==> config.mk <==
export PLATFORM = sky130hd
export DESIGN_NAME = fg_island_prog_sequencer
export DESIGN_NICKNAME = d
export VERILOG_FILES = /design/src/rtl/fg_island_prog_sequencer.sv
export SDC_FILE = /design/constraint.sdc
export NUM_CORES = 1
export LEC_CHECK = 0
export ABC_AREA = 1
export BUFFER_PORTS_ARGS = -buffer_cell sky130_fd_sc_hd__buf_2
export CAP_MARGIN = 20
export CELL_PAD_IN_SITES_DETAIL_PLACEMENT = 1
export CELL_PAD_IN_SITES_GLOBAL_PLACEMENT = 1
export CORE_ASPECT_RATIO = 0.6
export CORE_MARGIN = 2
export CORE_UTILIZATION = 37
export CTS_CLUSTER_SIZE = 10
export DETAILED_ROUTE_END_ITERATION = 16
export GPL_TIMING_DRIVEN = 0
export HOLD_SLACK_MARGIN = 0.12
export PLACE_DENSITY = 0.83
export SETUP_SLACK_MARGIN = 0.5
export SYNTH_ARGS = -nofsm -noshare
export SYNTH_HDL_FRONTEND = slang
export SYNTH_SLANG_ARGS = --single-unit
==> constraint.sdc <==
create_clock -name clk -period 1.6 [get_ports clk]
set_input_delay 0.16 -clock clk [delete_from_list [all_inputs] [get_ports clk]]
set_output_delay 0.16 -clock clk [all_outputs]
set_load 0.02 [all_outputs]
==> src/rtl/fg_island_prog_sequencer.sv <==
// Floating-gate island programming sequencer: settle, a cycle-exact pulse/gap
// train, then release. All outputs are registered from the next-state decode.
module fg_island_prog_sequencer #(
  parameter int ROW_BITS   = 3,
  parameter int COL_BITS   = 4,
  parameter int CNT_BITS   = 6,
  parameter int PW_BITS    = 8,
  parameter int SETTLE_CYC = 4,
  parameter int GAP_CYC    = 2
) (
  input  logic                clk,
  input  logic                rst_n,
  input  logic                cmd_valid,
  output logic                cmd_ready,
  input  logic [ROW_BITS-1:0] cmd_row,
  input  logic [COL_BITS-1:0] cmd_col,
  input  logic [CNT_BITS-1:0] cmd_npulse,
  input  logic [PW_BITS-1:0]  cmd_width,
  input  logic                abort,
  output logic [ROW_BITS-1:0] row_addr,
  output logic [COL_BITS-1:0] col_addr,
  output logic                dec_en,
  output logic                prog_mode,
  output logic                inj_pulse,
  output logic                busy,
  output logic                done,
  output logic                done_aborted,
  output logic [CNT_BITS-1:0] pulses_done
);

  localparam logic [2:0] IDLE    = 3'd0;
  localparam logic [2:0] SETTLE  = 3'd1;
  localparam logic [2:0] PULSE   = 3'd2;
  localparam logic [2:0] GAP     = 3'd3;
  localparam logic [2:0] RELEASE = 3'd4;

  localparam int SW  = $clog2(SETTLE_CYC + 1);
  localparam int GW  = $clog2(GAP_CYC + 1);
  localparam int CW0 = (PW_BITS > SW) ? PW_BITS : SW;
  localparam int CW  = (CW0 > GW) ? CW0 : GW;
  localparam logic [CW-1:0] SETTLE_LD = CW'(SETTLE_CYC - 1);
  localparam logic [CW-1:0] GAP_LD    = CW'(GAP_CYC - 1);

  logic [2:0]          state, state_nx;
  logic [CW-1:0]       cnt, cnt_nx;
  logic [PW_BITS-1:0]  wid_m1;
  logic [CNT_BITS-1:0] npulse_r;
  logic [CNT_BITS-1:0] pdone_nx;
  logic                aborted, aborted_nx;
  logic                accept, finish;

  // cnt holds the remaining cycles minus one of the current phase.
  always_comb begin
    state_nx   = state;
    cnt_nx     = cnt;
    pdone_nx   = pulses_done;
    aborted_nx = aborted;
    accept     = 1'b0;
    finish     = 1'b0;
    case (state)
      IDLE: begin
        if (cmd_valid) begin
          accept     = 1'b1;
          state_nx   = SETTLE;
          cnt_nx     = SETTLE_LD;
          pdone_nx   = '0;
          aborted_nx = 1'b0;
        end
      end
      SETTLE: begin
        if (abort) begin
          state_nx   = RELEASE;
          cnt_nx     = SETTLE_LD;
          aborted_nx = 1'b1;
        end else if (cnt == '0) begin
          if (npulse_r != '0) begin
            state_nx = PULSE;
            cnt_nx   = CW'(wid_m1);
          end else begin
            state_nx = RELEASE;
            cnt_nx   = SETTLE_LD;
          end
        end else begin
          cnt_nx = cnt - CW'(1);
        end
      end
      PULSE: begin
        // A pulse whose final cycle coincides with abort has run its full width and counts.
        if (cnt == '0) begin
          pdone_nx = pulses_done + CNT_BITS'(1);
          if (abort || pdone_nx == npulse_r) begin
            state_nx   = RELEASE;
            cnt_nx     = SETTLE_LD;
            aborted_nx = abort;
          end else begin
            state_nx = GAP;
            cnt_nx   = GAP_LD;
          end
        end else if (abort) begin
          state_nx   = RELEASE;
          cnt_nx     = SETTLE_LD;
          aborted_nx = 1'b1;
        end else begin
          cnt_nx = cnt - CW'(1);
        end
      end
      GAP: begin
        if (abort) begin
          state_nx   = RELEASE;
          cnt_nx     = SETTLE_LD;
          aborted_nx = 1'b1;
        end else if (cnt == '0) begin
          state_nx = PULSE;
          cnt_nx   = CW'(wid_m1);
        end else begin
          cnt_nx = cnt - CW'(1);
        end
      end
      RELEASE: begin
        if (cnt == '0) begin
          state_nx = IDLE;
          finish   = 1'b1;
        end else begin
          cnt_nx = cnt - CW'(1);
        end
      end
      default: state_nx = IDLE;
    endcase
  end

  always_ff @(posedge clk or negedge rst_n) begin
    if (!rst_n) begin
      state        <= IDLE;
      cnt          <= '0;
      wid_m1       <= '0;
      npulse_r     <= '0;
      aborted      <= 1'b0;
      row_addr     <= '0;
      col_addr     <= '0;
      pulses_done  <= '0;
      cmd_ready    <= 1'b1;
      busy         <= 1'b0;
      prog_mode    <= 1'b0;
      dec_en       <= 1'b0;
      inj_pulse    <= 1'b0;
      done         <= 1'b0;
      done_aborted <= 1'b0;
    end else begin
      state        <= state_nx;
      cnt          <= cnt_nx;
      aborted      <= aborted_nx;
      pulses_done  <= pdone_nx;
      if (accept) begin
        row_addr <= cmd_row;
        col_addr <= cmd_col;
        npulse_r <= cmd_npulse;
        wid_m1   <= (cmd_width == '0) ? '0 : cmd_width - PW_BITS'(1);
      end
      cmd_ready    <= (state_nx == IDLE);
      busy         <= (state_nx != IDLE);
      prog_mode    <= (state_nx != IDLE);
      dec_en       <= (state_nx == PULSE) || (state_nx == GAP);
      inj_pulse    <= (state_nx == PULSE);
      done         <= finish;
      done_aborted <= finish & aborted;
    end
  end

endmodule

Word level (Yosys, flattened, before mapping)
Index checks and enable logic that the tools add are counted.
Storage, ports and cells
  input bits: 25
  bits in registers: 45
  output and inout bits: 20
  logic and storage cells: 79
Operators by class
  multiplexer cells: 35
  reduce and logical (&&, ||, !) cells: 15
  equality and inequality tests: 11
  add/sub/neg operators: 3
  bitwise operators: 1
Operators with widths (count)
  $mux W8: 10
  $pmux W8 S5: 1
  $mux W3: 10
  $logic_not A8 Y1: 2
  $sub A8 B1 Y8 const B: 2
  $pmux W3 S5: 1
  $eq A3 B2 Y1 const B: 4
  $mux W6: 2
  $pmux W6 S2: 1
  $reduce_and A3 Y1: 3
  $mux W1: 8
  $add A6 B1 Y6 const B: 1
  $eq A6 B6 Y1: 1
  $logic_not A3 Y1: 2
  $ne A2 B2 Y1 const B: 3
  $reduce_bool A3 Y1: 2
  $reduce_bool A6 Y1: 1
  $reduce_bool A5 Y1: 1
  $eq A3 B1 Y1 const B: 1
  $eq A3 B3 Y1 const B: 1
  $ne A3 B3 Y1 const B: 1
  $pmux W1 S3: 1
  $logic_or A1 B1 Y1: 2
  $mux W2: 1
  other kinds (3): 3

Depth between registers and ports, before layout
Gate-level depths: netlist of run 1.
  depth in word-level cells: 8
  depth in mapped cells: 13
  gate-level depth less buffers: 13

Least setup slack after synthesis of run 1
Ideal clock, no wire load.
  path kind: register to register
  from: reg pulses_done[0]
  to: reg inj_pulse
  data arrival time: 1481 ps
  setup time: 116 ps
  setup slack: 3 ps
  buffers on the path: 0
  data required time: 1484 ps
  stages on the path, launching flop included: 13
  clock period less this slack: 1597 ps
  cell sequence: dfrtp_1 ha_1 inv_1 nand2_1 nand2_1 nor2_1 nand2_1 nor2_2 nand3_1 nand2_1 nand2_1 nand2_1 nor2_1
On the way
  word-level cells in the longest chain between the ends: 7
RTL lines
  start: declaration: line 28  | output logic [CNT_BITS-1:0] pulses_done
  start signal: assignment: line 152  | pulses_done <= pdone_nx;
  $add A6 B1 Y6: line 90  | pdone_nx = pulses_done + CNT_BITS'(1);
  $eq A6 B6 Y1: line 91  | if (abort || pdone_nx == npulse_r) begin
  $logic_or A1 B1 Y1: line 91
  $mux W3: line 91
  $mux W3: line 89  | if (cnt == '0) begin
  $pmux W3 S5: line 60  | case (state)
  $eq A3 B2 Y1: line 163  | inj_pulse <= (state_nx == PULSE);
  end signal: assignment: line 163
  end: declaration: line 24  | output logic inj_pulse,
No other way between the ends.
A chain may end at the register's enable or synchronous reset.

Worst setup path after layout of run 1
  from: reg pulses_done[1]
  to: reg inj_pulse
The elaborated chain is that of the path after synthesis.

==> results of run 1 <==
[state kept, by name, indices dropped and copies added (netlist names)]
register      flops
cnt               8
wid_m1            8
npulse_r          6
pulses_done       6
col_addr          4
row_addr          3
state             3
aborted           1
busy              1
cmd_ready         1
dec_en            1
done              1
done_aborted      1
inj_pulse         1
[final timing paths]
kind / startpoint / end
max: pulses_done[1]$_DFFE_PN0P_ / inj_pulse$_DFF_PN0_
min: cmd_width[2] / wid_m1[2]$_DFFE_PN0P_
max reg2reg: pulses_done[1]$_DFFE_PN0P_ / inj_pulse$_DFF_PN0_
min reg2reg: col_addr[1]$_DFFE_PN0P_ / col_addr[1]$_DFFE_PN0P_
max in group asynchronous: rst_n / cmd_ready$_DFF_PN1_
min in group asynchronous: rst_n / pulses_done[5]$_DFFE_PN0P_
[final cells by class]
class                   count  area (um2)
fillers                   860        2920
multi-input cells         255        1750
flip-flops and latches     45        1130
repair buffers             98         826
inverters                  59         258
clock buffers               5         125
well taps                  91         114
plain buffers               5        63.8
clock inverters             3        22.5
[per-stage QoR]
step            util  cell area (um2)
2_1_floorplan      -             2810
3_3_place_gp   0.436             3140
3_5_place_dp   0.436             3140
4_1_cts        0.554             4000
5_1_grt        0.595             4290
6_report       0.595             4290
[cells in the final DEF, fill, tap and decap left out, drive strengths merged]
cell type    count
a21oi           10
a31oi            3
buf             88
clkbuf           5
clkinv           4
dfrtp           44
dfstp            1
dlygate4sd3     15
ha               4
inv             58
nand2          114
nand3           31
nand4            9
nor2            36
nor3             3
nor4             1
o21ai           25
o21bai           1
o22ai            7
o31ai            1
xnor2            1
xor2             9
[where the power goes]
| group | internal [mW] | switching [mW] | total [mW] |
|---|---|---|---|
| Clock | 0.582 | 0.484 | 1.07 |
| Sequential | 1.14 | 0 | 1.14 |
| Combinational | 0.0638 | 0.0806 | 0.144 |
[per-layer routing]
metal	part of all wire	vias to the layer above
met1	0.45	1450
met2	0.49	82
li1	-	1375
met5	0	-
met4	0.024	0
met3	0.039	20
[cell families after synthesis]
logic type / count (synthesis) / share of synthesized area
flip-flops: 45 / 0.412
AO/OA/AOI/OAI: 47 / 0.0988
buffers and inverters: 64 / 0.0979
AND/OR/NAND/NOR: 193 / 0.341
XOR/XNOR: 10 / 0.0320
adder cells (fa/ha/maj): 4 / 0.0183
[critical path, stage by stage (launching register included)]
cell     delay [ns]
dfrtp_2        0.43
ha_4           0.18
inv_1          0.07
nand2_2        0.06
nand2_1        0.06
nand2_1        0.05
nand2_1        0.09
nand2_1        0.07
nor2_2         0.12
nand3_2        0.15
nand2_1        0.14
nand2_1        0.09
nand2_2        0.11
nor2_2         0.05
[repair_timing]
action / 4_1_cts / 5_1_grt
setup buffers: 31 / 5
setup endpoints to repair: 51 / 50
resized for setup: 72 / 58
cloned: 3 / 0
pin swaps: 23 / 19
hold endpoints to repair: 58 / 44
hold buffers: 14 / 1
==> impl_results.md, run 1 <==
* Dpl ws at -0.157 ns
* Crit path max fanout at 5
* Worst slew margin at 0.644
* Initial antenna violation count at 0
* CORE AREA at about 0.0072 mm2
* Layout cell share with drive strength beyond 1 at 0.472
* Global-route wire length before repair at ~16 mm
* Pleak at around 2.2 nW
* Crit Path Class: reg2reg
* Clock latency on the worst-skew pair at 0.30 ns
* Critical Path End Type: flop
* GR Util met3 at 0.0608
* Post-route ant nets at 0
* Worst setup margin at -0.188 ns
* Die H at ~71 um
* Post-synth EDFFs at 0
* Syn Nets at 392
* CTS max path bufs at 2
* Gr usage total at 0.259
* Setup TNS at -0.853 ns
* Die area at a little over 0.008 mm2
* Nets@finish at 498
* Biggest area consumer among synthesized cells: dfrtp_1
* Clock Sinks at 45
* Largest net degree at the start of global routing at 46
* Critical Path Start Type: flop
* Yosys top cell area share at 0.402
* GRT busiest layer: met2
* Syn Area/Cell at between 7 and 8 um2
* Hold slack at 0.208 ns
* Count of state elements after synthesis at 45
* Commonest cells post-synth: 99 x nand2_1, 44 x dfrtp_1, 44 x inv_1, 28 x nand3_1, 27 x nor2_1
* Post-synth ARST share at 1.00
* Met2 Use GR at 0.425
* Cells after Synth at roughly 360
* Wire per inst at 19.2 um
* Final Wtd Congestion at ~0.85
* Residual DRC at 0
* Synthesis-to-finish area growth at 56.6%
* DP Wirelength at just over 6 mm
* Hold Crit Depth at 3
* Root Buffer: clkbuf_16
* Clock-pin slew on the worst setup and hold paths at about 0.070 ns
* Final Skew at between 0.008 and 0.009 ns
* Power per cell area at roughly 550 mW/mm2
* Starting DRC count in detailed routing at roughly 110
* Final setup fails at 10
* Yosys warnings at 0
* Slew Limit Fails at 0
* Reg2Reg Depth at 13
* Pre-antenna DRT Iters at 4
* Via count at roughly 3000
* Post-Syn Area at 0.00274 mm2
* Final worst path period need at ~1.8 ns
* Initial Util at 0.380
* Achievable clock frequency at roughly 560 MHz
* Fin cells at 561
* Ranking of synthesized cells by area: dfrtp_1 40%, nand2_1 14%, inv_1 6.0%
* Power, Total at 2.35 mW
* CTS tree: built
* R2R Setup Slk at -0.19 ns
* Die Width at 115 um
* Worst-Margin Slew at between 0.5 and 0.6 ns
* H-tree levels at 2
* CP arrival at 1.97 ns
* # IOs at between 40 and 50
* Tcrit/Tclk final at 1.12
* Vias in the first global route at approximately 3100
* Total CTS buffers at 5
* Violated checks: setup timing
* # diodes at 0
* Outcome: finished with violations
* Ys flop type: dfrtp_1
* Final WL at 10.8 mm
* Site row count at 24
* Final Hold Fails at 0
* Worst min path class: in2reg
* CP required at between 1.5 and 2 ns
* Yosys cell types at 33
* Max-cap viol count at 0
* M1 GR Usage at 0.343
* RSZ-0062 raised after global routing: yes
* Peak VDD IR at ~0.37 mV
* Most frequent cell after synthesis: nand2_1
* Cells after DPL at between 400 and 500
* Vias per cell at between 5 and 6
* Port Buffer Count at between 40 and 50
* Sequential share of the synthesized area at 0.412
* Overflow after GRT at 0
No activity file was read; power rests on OpenSTA's default activity.
==> run 2, diff against run 1 <==
--- a/constraint.sdc
+++ b/constraint.sdc
@@ -3,2 +3,2 @@
 set_output_delay 0.16 -clock clk [all_outputs]
-set_load 0.02 [all_outputs]
+set_load 0.05 [all_outputs]
==> impl_results.md, run 2 (synthesis results as in run 1) <==
* Switching share of power at 0.238 (-0.00277)
* Synthesis-to-finish area growth at 62.4%
* Overflow after GRT at 0 (unchanged)
* Final setup fails at 16 (+6)
* H-tree levels at 2 (unchanged)
* Power per cell area at 525 mW/mm2 (-4.1%)
* Worst min path class: in2reg
* DP Wirelength at 6.15 mm (-1.1%)
* Clock latency on the worst-skew pair at 0.30 ns (about the same)
* Slowest CP cell: dfrtp_2
* Global-route wire length before repair at 16.9 mm (+5.5%)
* CP arrival at 1.99 ns (+0.02 ns)
* Initial antenna violation count at 0 (unchanged)
* Worst slew margin at 0.599 (-0.0445)
* Post-layout util at 0.617 (+0.0220)
* Top flop regs: cnt: 8 flops, wid_m1: 8 flops
* # IOs at 45 (unchanged)
* Via count at 3200 (+9.3%)
* Achievable clock frequency at 567 MHz (+1.3%)
* Clock share of power at 0.453 (about the same)
* Wire per inst at 21.2 um (+10%)
* CTS max path bufs at 2 (unchanged)
* CTS tree: built
* Final Hold Fails at 0 (unchanged)
* Post-route ant nets at 0 (unchanged)
* Worst-Margin Slew at 0.600 ns (+0.0710 ns)
* R2R Setup Slk at -0.16 ns (+0.02 ns)
* Residual DRC at 0 (unchanged)
* Total CTS buffers at 5 (unchanged)
* Outcome: finished with violations
* Fin cells at 575 (+2.5%)
* Critical Path Start Type: flop
* Initial Util at 0.380 (unchanged)
* CP cell instances: ha_4 > nand3_1 > nand2_1 > nand3_1 > nand2_1 > nor2_2 > nand4_1 > nand2_1 > nand2_1 > nand2_1
* Hold slack at 0.201 ns (-0.00704 ns)
* Largest net degree at the start of global routing at 46 (unchanged)
* Tcrit/Tclk final at 1.10 (-0.0143)
* Slew Limit Fails at 0 (unchanged)
* Final Skew at 0.00888 ns (+0.000500 ns)
* Site row count at 24 (unchanged)
* Final worst path period need at 1.76 ns (-0.0228 ns)
* Power, Total at 2.34 mW (-0.54%)
* Die H at 70.6 um (unchanged)
* Switching pwr at 0.555 mW (-1.7%)
* Crit path max fanout at 5 (unchanged)
* Clock Sinks at 45 (unchanged)
* # diodes at 0 (unchanged)
* Peak VDD IR at 0.378 mV (+1.2%)
* Starting DRC count in detailed routing at 208 (+87%)
* Root Buffer: clkbuf_16
* Pleak at 2.24 nW (+3.5%)
* Gr usage total at 0.274 (+0.0142)
* CP bufs+invs at 0 (-1)
* Commonest non-fill, non-tap cell in the layout: nand2_1
* Final Wtd Congestion at 0.863 (+1.2%)
* CORE AREA at 0.00721 mm2 (unchanged)
* Layout cell share with drive strength beyond 1 at 0.490 (+0.0173)
* Pre-antenna DRT Iters at 5 (+1)
* Cells after DPL at 498 (unchanged)
* Vias per cell at 5.57 (+6.7%)
* Die area at 0.00812 mm2 (unchanged)
* Setup TNS at -1.48 ns (-0.624 ns)
* Worst setup margin at -0.165 ns (+0.0228 ns)
* Clock-pin slew on the worst setup and hold paths at 0.07 ns (about the same)
* Nets@finish at 512 (+2.8%)
* Critical Path End Type: flop
* Reg power frac at 0.487 (+0.003)
* RSZ-0062 raised after global routing: yes
* Commonest cells after routing, fill and taps aside: 76 x nand2_1, 39 x dfrtp_1, 34 x buf_4
* Internal power at 1.78 mW (-0.18%)
* Violated checks: setup timing
* Crit Path Class: reg2reg
* CP required at 1.83 ns (+0.04 ns)
* Die Width at 115 um (unchanged)
* Most used cell, CP: nand2_1
* Vias in the first global route at 3224 (+3.3%)
* Max-cap viol count at 0 (unchanged)
* Final WL at 12.2 mm (+13%)
* Max stage delay on crit path at 0.45 ns (+0.02 ns)
* CP top delay family: simple AND/OR/NAND/NOR gates
* Comb pwr share at 0.061 (about the same)
* Port Buffer Count at 44 (unchanged)
run 2: final timing paths:
check,startpoint,end,cells past startpoint
min in group asynchronous,rst_n,npulse_r[1]$_DFFE_PN0P_,2
max in group asynchronous,rst_n,cmd_ready$_DFF_PN1_,3
max reg2reg,pulses_done[0]$_DFFE_PN0P_,state[2]$_DFF_PN0_,10
min,cmd_width[3],wid_m1[3]$_DFFE_PN0P_,3
min reg2reg,col_addr[2]$_DFFE_PN0P_,col_addr[2]$_DFFE_PN0P_,2
max,pulses_done[0]$_DFFE_PN0P_,state[2]$_DFF_PN0_,10
run 2: layout make-up:
class                   count  area, um2
inverters                  59        265
flip-flops and latches     45       1130
fillers                   842       2760
plain buffers               5       67.6
clock buffers               6        129
multi-input cells         254       1760
repair buffers            113        962
well taps                  91        114
clock inverters             2       15.0
run 2: routing by layer:
metal  GRT usage  wire length, um  vias to the layer above
li1            -                -                     1403
met1       0.348             4600                     1586
met2       0.469             6160                      158
met3      0.0591              871                       53
met4      0.0857              544                        0
met5           0                0                        -
run 2: repair_timing:
item / CTS / global route
setup buffers: 35 / 16
endpoints found under the hold margin: 58 / 44
endpoints found under the setup margin: 52 / 58
pin swaps: 19 / 26
hold buffers: 14 / 1
cloned: 2 / 0
gates resized for setup: 72 / 84
run 2: per-stage QoR:
step / setup slack (ns) / instance area, um2
floorplan: -0.00226 / 2810
global placement: -0.101 / 3140
detailed placement: -0.132 / 3140
CTS: -0.0526 / 3990
global route: -0.218 / 4440
finish: -0.165 / 4440
run 2: power by group through the flow:
stage / clock [mW] / combinational [mW] / sequential (mW)
floorplan: 0 / 0.0244 / 1.16
global placement: 0 / 0.0899 / 1.16
detailed placement: 0 / 0.0919 / 1.16
CTS: 1.06 / 0.124 / 1.14
global route: 1.11 / 0.154 / 1.14
finish: 1.06 / 0.141 / 1.14
run 2: worst register-to-register path, stage by stage (launching register included):
cell and delay (ns):
dfrtp_2 0.45, ha_4 0.20, nand3_1 0.11, nand2_1 0.10, nand3_1 0.11, nand2_1 0.09
nor2_2 0.18, nand4_1 0.22, nand2_1 0.11, nand2_1 0.06, nand2_1 0.07
==> run 3, diff against run 2 <==
CORE_UTILIZATION = 33   (was 37)
PLACE_DENSITY = 0.76   (was 0.83)
==> impl_results.md, run 3 (synthesis results as in run 1) <==
* FILL cells at 945 (+12%)
* Final WL at 11.4 mm (-6.0%)
* DP Wirelength at 6.17 mm (+0.29%)
* CP required at 1.83 ns (about the same)
* CORE AREA at 0.00795 mm2 (+10%)
* Clock Sinks at 45 (unchanged)
* Largest net degree at the start of global routing at 46 (unchanged)
* CTS max path bufs at 2 (unchanged)
* Global-route wire length before repair at 16.5 mm (-2.4%)
* Commonest cells after routing, fill and taps aside: 71 x nand2_1, 39 x buf_4, 38 x inv_1, 38 x dfrtp_1, 28 x buf_2
* Max-cap viol count at 0 (unchanged)
* Post-layout util at 0.574 (-0.0428)
* Post-route ant nets at 0 (unchanged)
* Pre-antenna DRT Iters at 4 (-1)
* # IOs at 45 (unchanged)
* Root Buffer: clkbuf_16
* Vias in the first global route at 3064 (-5.0%)
* Worst setup margin at -0.230 ns (-0.0654 ns)
* H-tree levels at 2 (unchanged)
* Hold slack at 0.198 ns (-0.00233 ns)
* Starting DRC count in detailed routing at 161 (-23%)
* Fin cells at 598 (+4.0%)
* Outcome: finished with violations
* Commonest non-fill, non-tap cell in the layout: nand2_1
* Initial Util at 0.344 (-0.0353)
* Vias per cell at 5.14 (-7.6%)
* Power per cell area at 554 mW/mm2 (+5.5%)
* Top flop regs: cnt: 8 flops, wid_m1: 8 flops
* # diodes at 0 (unchanged)
* Site row count at 25 (+4.2%)
* Crit Path Class: reg2reg
* Slew Limit Fails at 0 (unchanged)
* Synthesis-to-finish area growth at 66.6%
* Initial antenna violation count at 0 (unchanged)
* Final worst path period need at 1.83 ns (+0.0654 ns)
* Worst min path class: in2reg
* Overflow after GRT at 0 (unchanged)
* Crit path max fanout at 5 (unchanged)
* Critical Path Start Type: flop
* Worst-Margin Slew at 0.558 ns (-0.0425 ns)
* Achievable clock frequency at 546 MHz (-3.6%)
* Pleak at 2.28 nW (+1.8%)
* Via count at 3075 (-3.9%)
* Residual DRC at 0 (unchanged)
* CP arrival at 2.06 ns (+0.07 ns)
* Tcrit/Tclk final at 1.14 (+0.0409)
* Peak VDD IR at 0.364 mV (-3.6%)
* Gr usage total at 0.243 (-0.0307)
* Final setup fails at 19 (+3)
* Layout cell share with drive strength beyond 1 at 0.494 (+0.00421)
* Final Hold Fails at 0 (unchanged)
* Cells after DPL at 515 (+3.4%)
* Nets@finish at 518 (+1.2%)
* Setup TNS at -1.90 ns (-0.427 ns)
* RSZ-0062 raised after global routing: yes
* Clock-pin slew on the worst setup and hold paths at 0.07 ns (about the same)
* CTS tree: built
* Clock latency on the worst-skew pair at 0.30 ns (about the same)
* Worst slew margin at 0.628 (+0.0287)
* Final Skew at 0.00721 ns (-0.00167 ns)
* Register Area at 0.00113 mm2 (+0.11%)
* Port Buffer Count at 44 (unchanged)
* Die Width at 122 um (+5.7%)
* Total CTS buffers at 5 (unchanged)
* Area of the multi-input gates at 0.00172 mm2 (-2.4%)
* Wire per inst at 19.1 um (-9.6%)
* Critical Path End Type: flop
* Violated checks: setup timing
* Die H at 74.5 um (+5.6%)
* Final Wtd Congestion at 0.839 (-2.8%)
* Die area at 0.00906 mm2 (+12%)
==> run 3: changes by cell type in the layout (fill, tap and decap cells not counted), moves of 3 or more <==
cell,previous run,this run
buf_2,31,28
inv_2,19,15
inv_1,33,38
nand2_2,16,24
nor2_1,15,18
buf_4,34,39
buf_12,1,6
nand2_1,76,71
==> run 3: cell type report <==
| type | instances | area share |
|---|---|---|
| buffer | 5 | 0.0140 |
| clock buffer | 5 | 0.0274 |
| clock inverter | 3 | 0.0102 |
| inverter | 59 | 0.0582 |
| multi-input combinational | 254 | 0.376 |
| sequential | 45 | 0.249 |
| tap | 108 | 0.0296 |
| timing repair buffer | 119 | 0.235 |
==> run 3: path summary, 6_finish.rpt <==
path	startpoint	endpoint	slack, ns	cells after the start
min reg2reg	col_addr[2]$_DFFE_PN0P_	col_addr[2]$_DFFE_PN0P_	0.49	2
max in group asynchronous	rst_n	pulses_done[1]$_DFFE_PN0P_	0.68	3
min in group asynchronous	rst_n	inj_pulse$_DFF_PN0_	0.38	2
max	pulses_done[1]$_DFFE_PN0P_	state[2]$_DFF_PN0_	-0.23	11
max reg2reg	pulses_done[1]$_DFFE_PN0P_	state[2]$_DFF_PN0_	-0.23	11
min	cmd_width[4]	wid_m1[4]$_DFFE_PN0P_	0.20	3
==> run 3: through the flow <==
stage / instance area (um2) / setup slack, ns / total power [mW]
floorplan: 2810 / -0.00226 / 1.18
global placement: 3160 / -0.108 / 1.25
detailed placement: 3160 / -0.172 / 1.25
CTS: 4170 / -0.0804 / 2.53
global route: 4560 / -0.265 / 2.60
finish: 4560 / -0.230 / 2.53
==> run 3: metal layers <==
metal / GRT usage / vias up / wire [um]
met4: 0.0549 / 0 / 231
met1: 0.315 / 1527 / 4950
met2: 0.426 / 107 / 5680
met3: 0.0498 / 26 / 584
met5: 0 / - / 0
li1: - / 1415 / -
==> run 3: repair_timing <==
item,in CTS,in global routing
hold endpoints to repair,36,20
hold buffers,14,1
resized for setup,80,71
endpoints found under the setup margin,53,58
pin swaps,31,24
buffers inserted,42,15
cloned,2,0
==> run 3: power breakdown <==
part           internal, mW  leakage (nW)  switching (mW)
registers              1.14         0.518               0
logic                0.0619          1.68          0.0755
clock network         0.741        0.0800           0.512
==> run 3: critical path, stage by stage, from the launching register on <==
cell     delay, ns
dfrtp_2       0.45
buf_4         0.15
buf_6         0.13
nand3_2       0.12
nand2_2       0.11
nand2_2       0.13
nor2_2        0.06
nor2_4        0.14
nand4_1       0.18
nand2_1       0.14
nand2_1       0.09
nand2_1       0.07
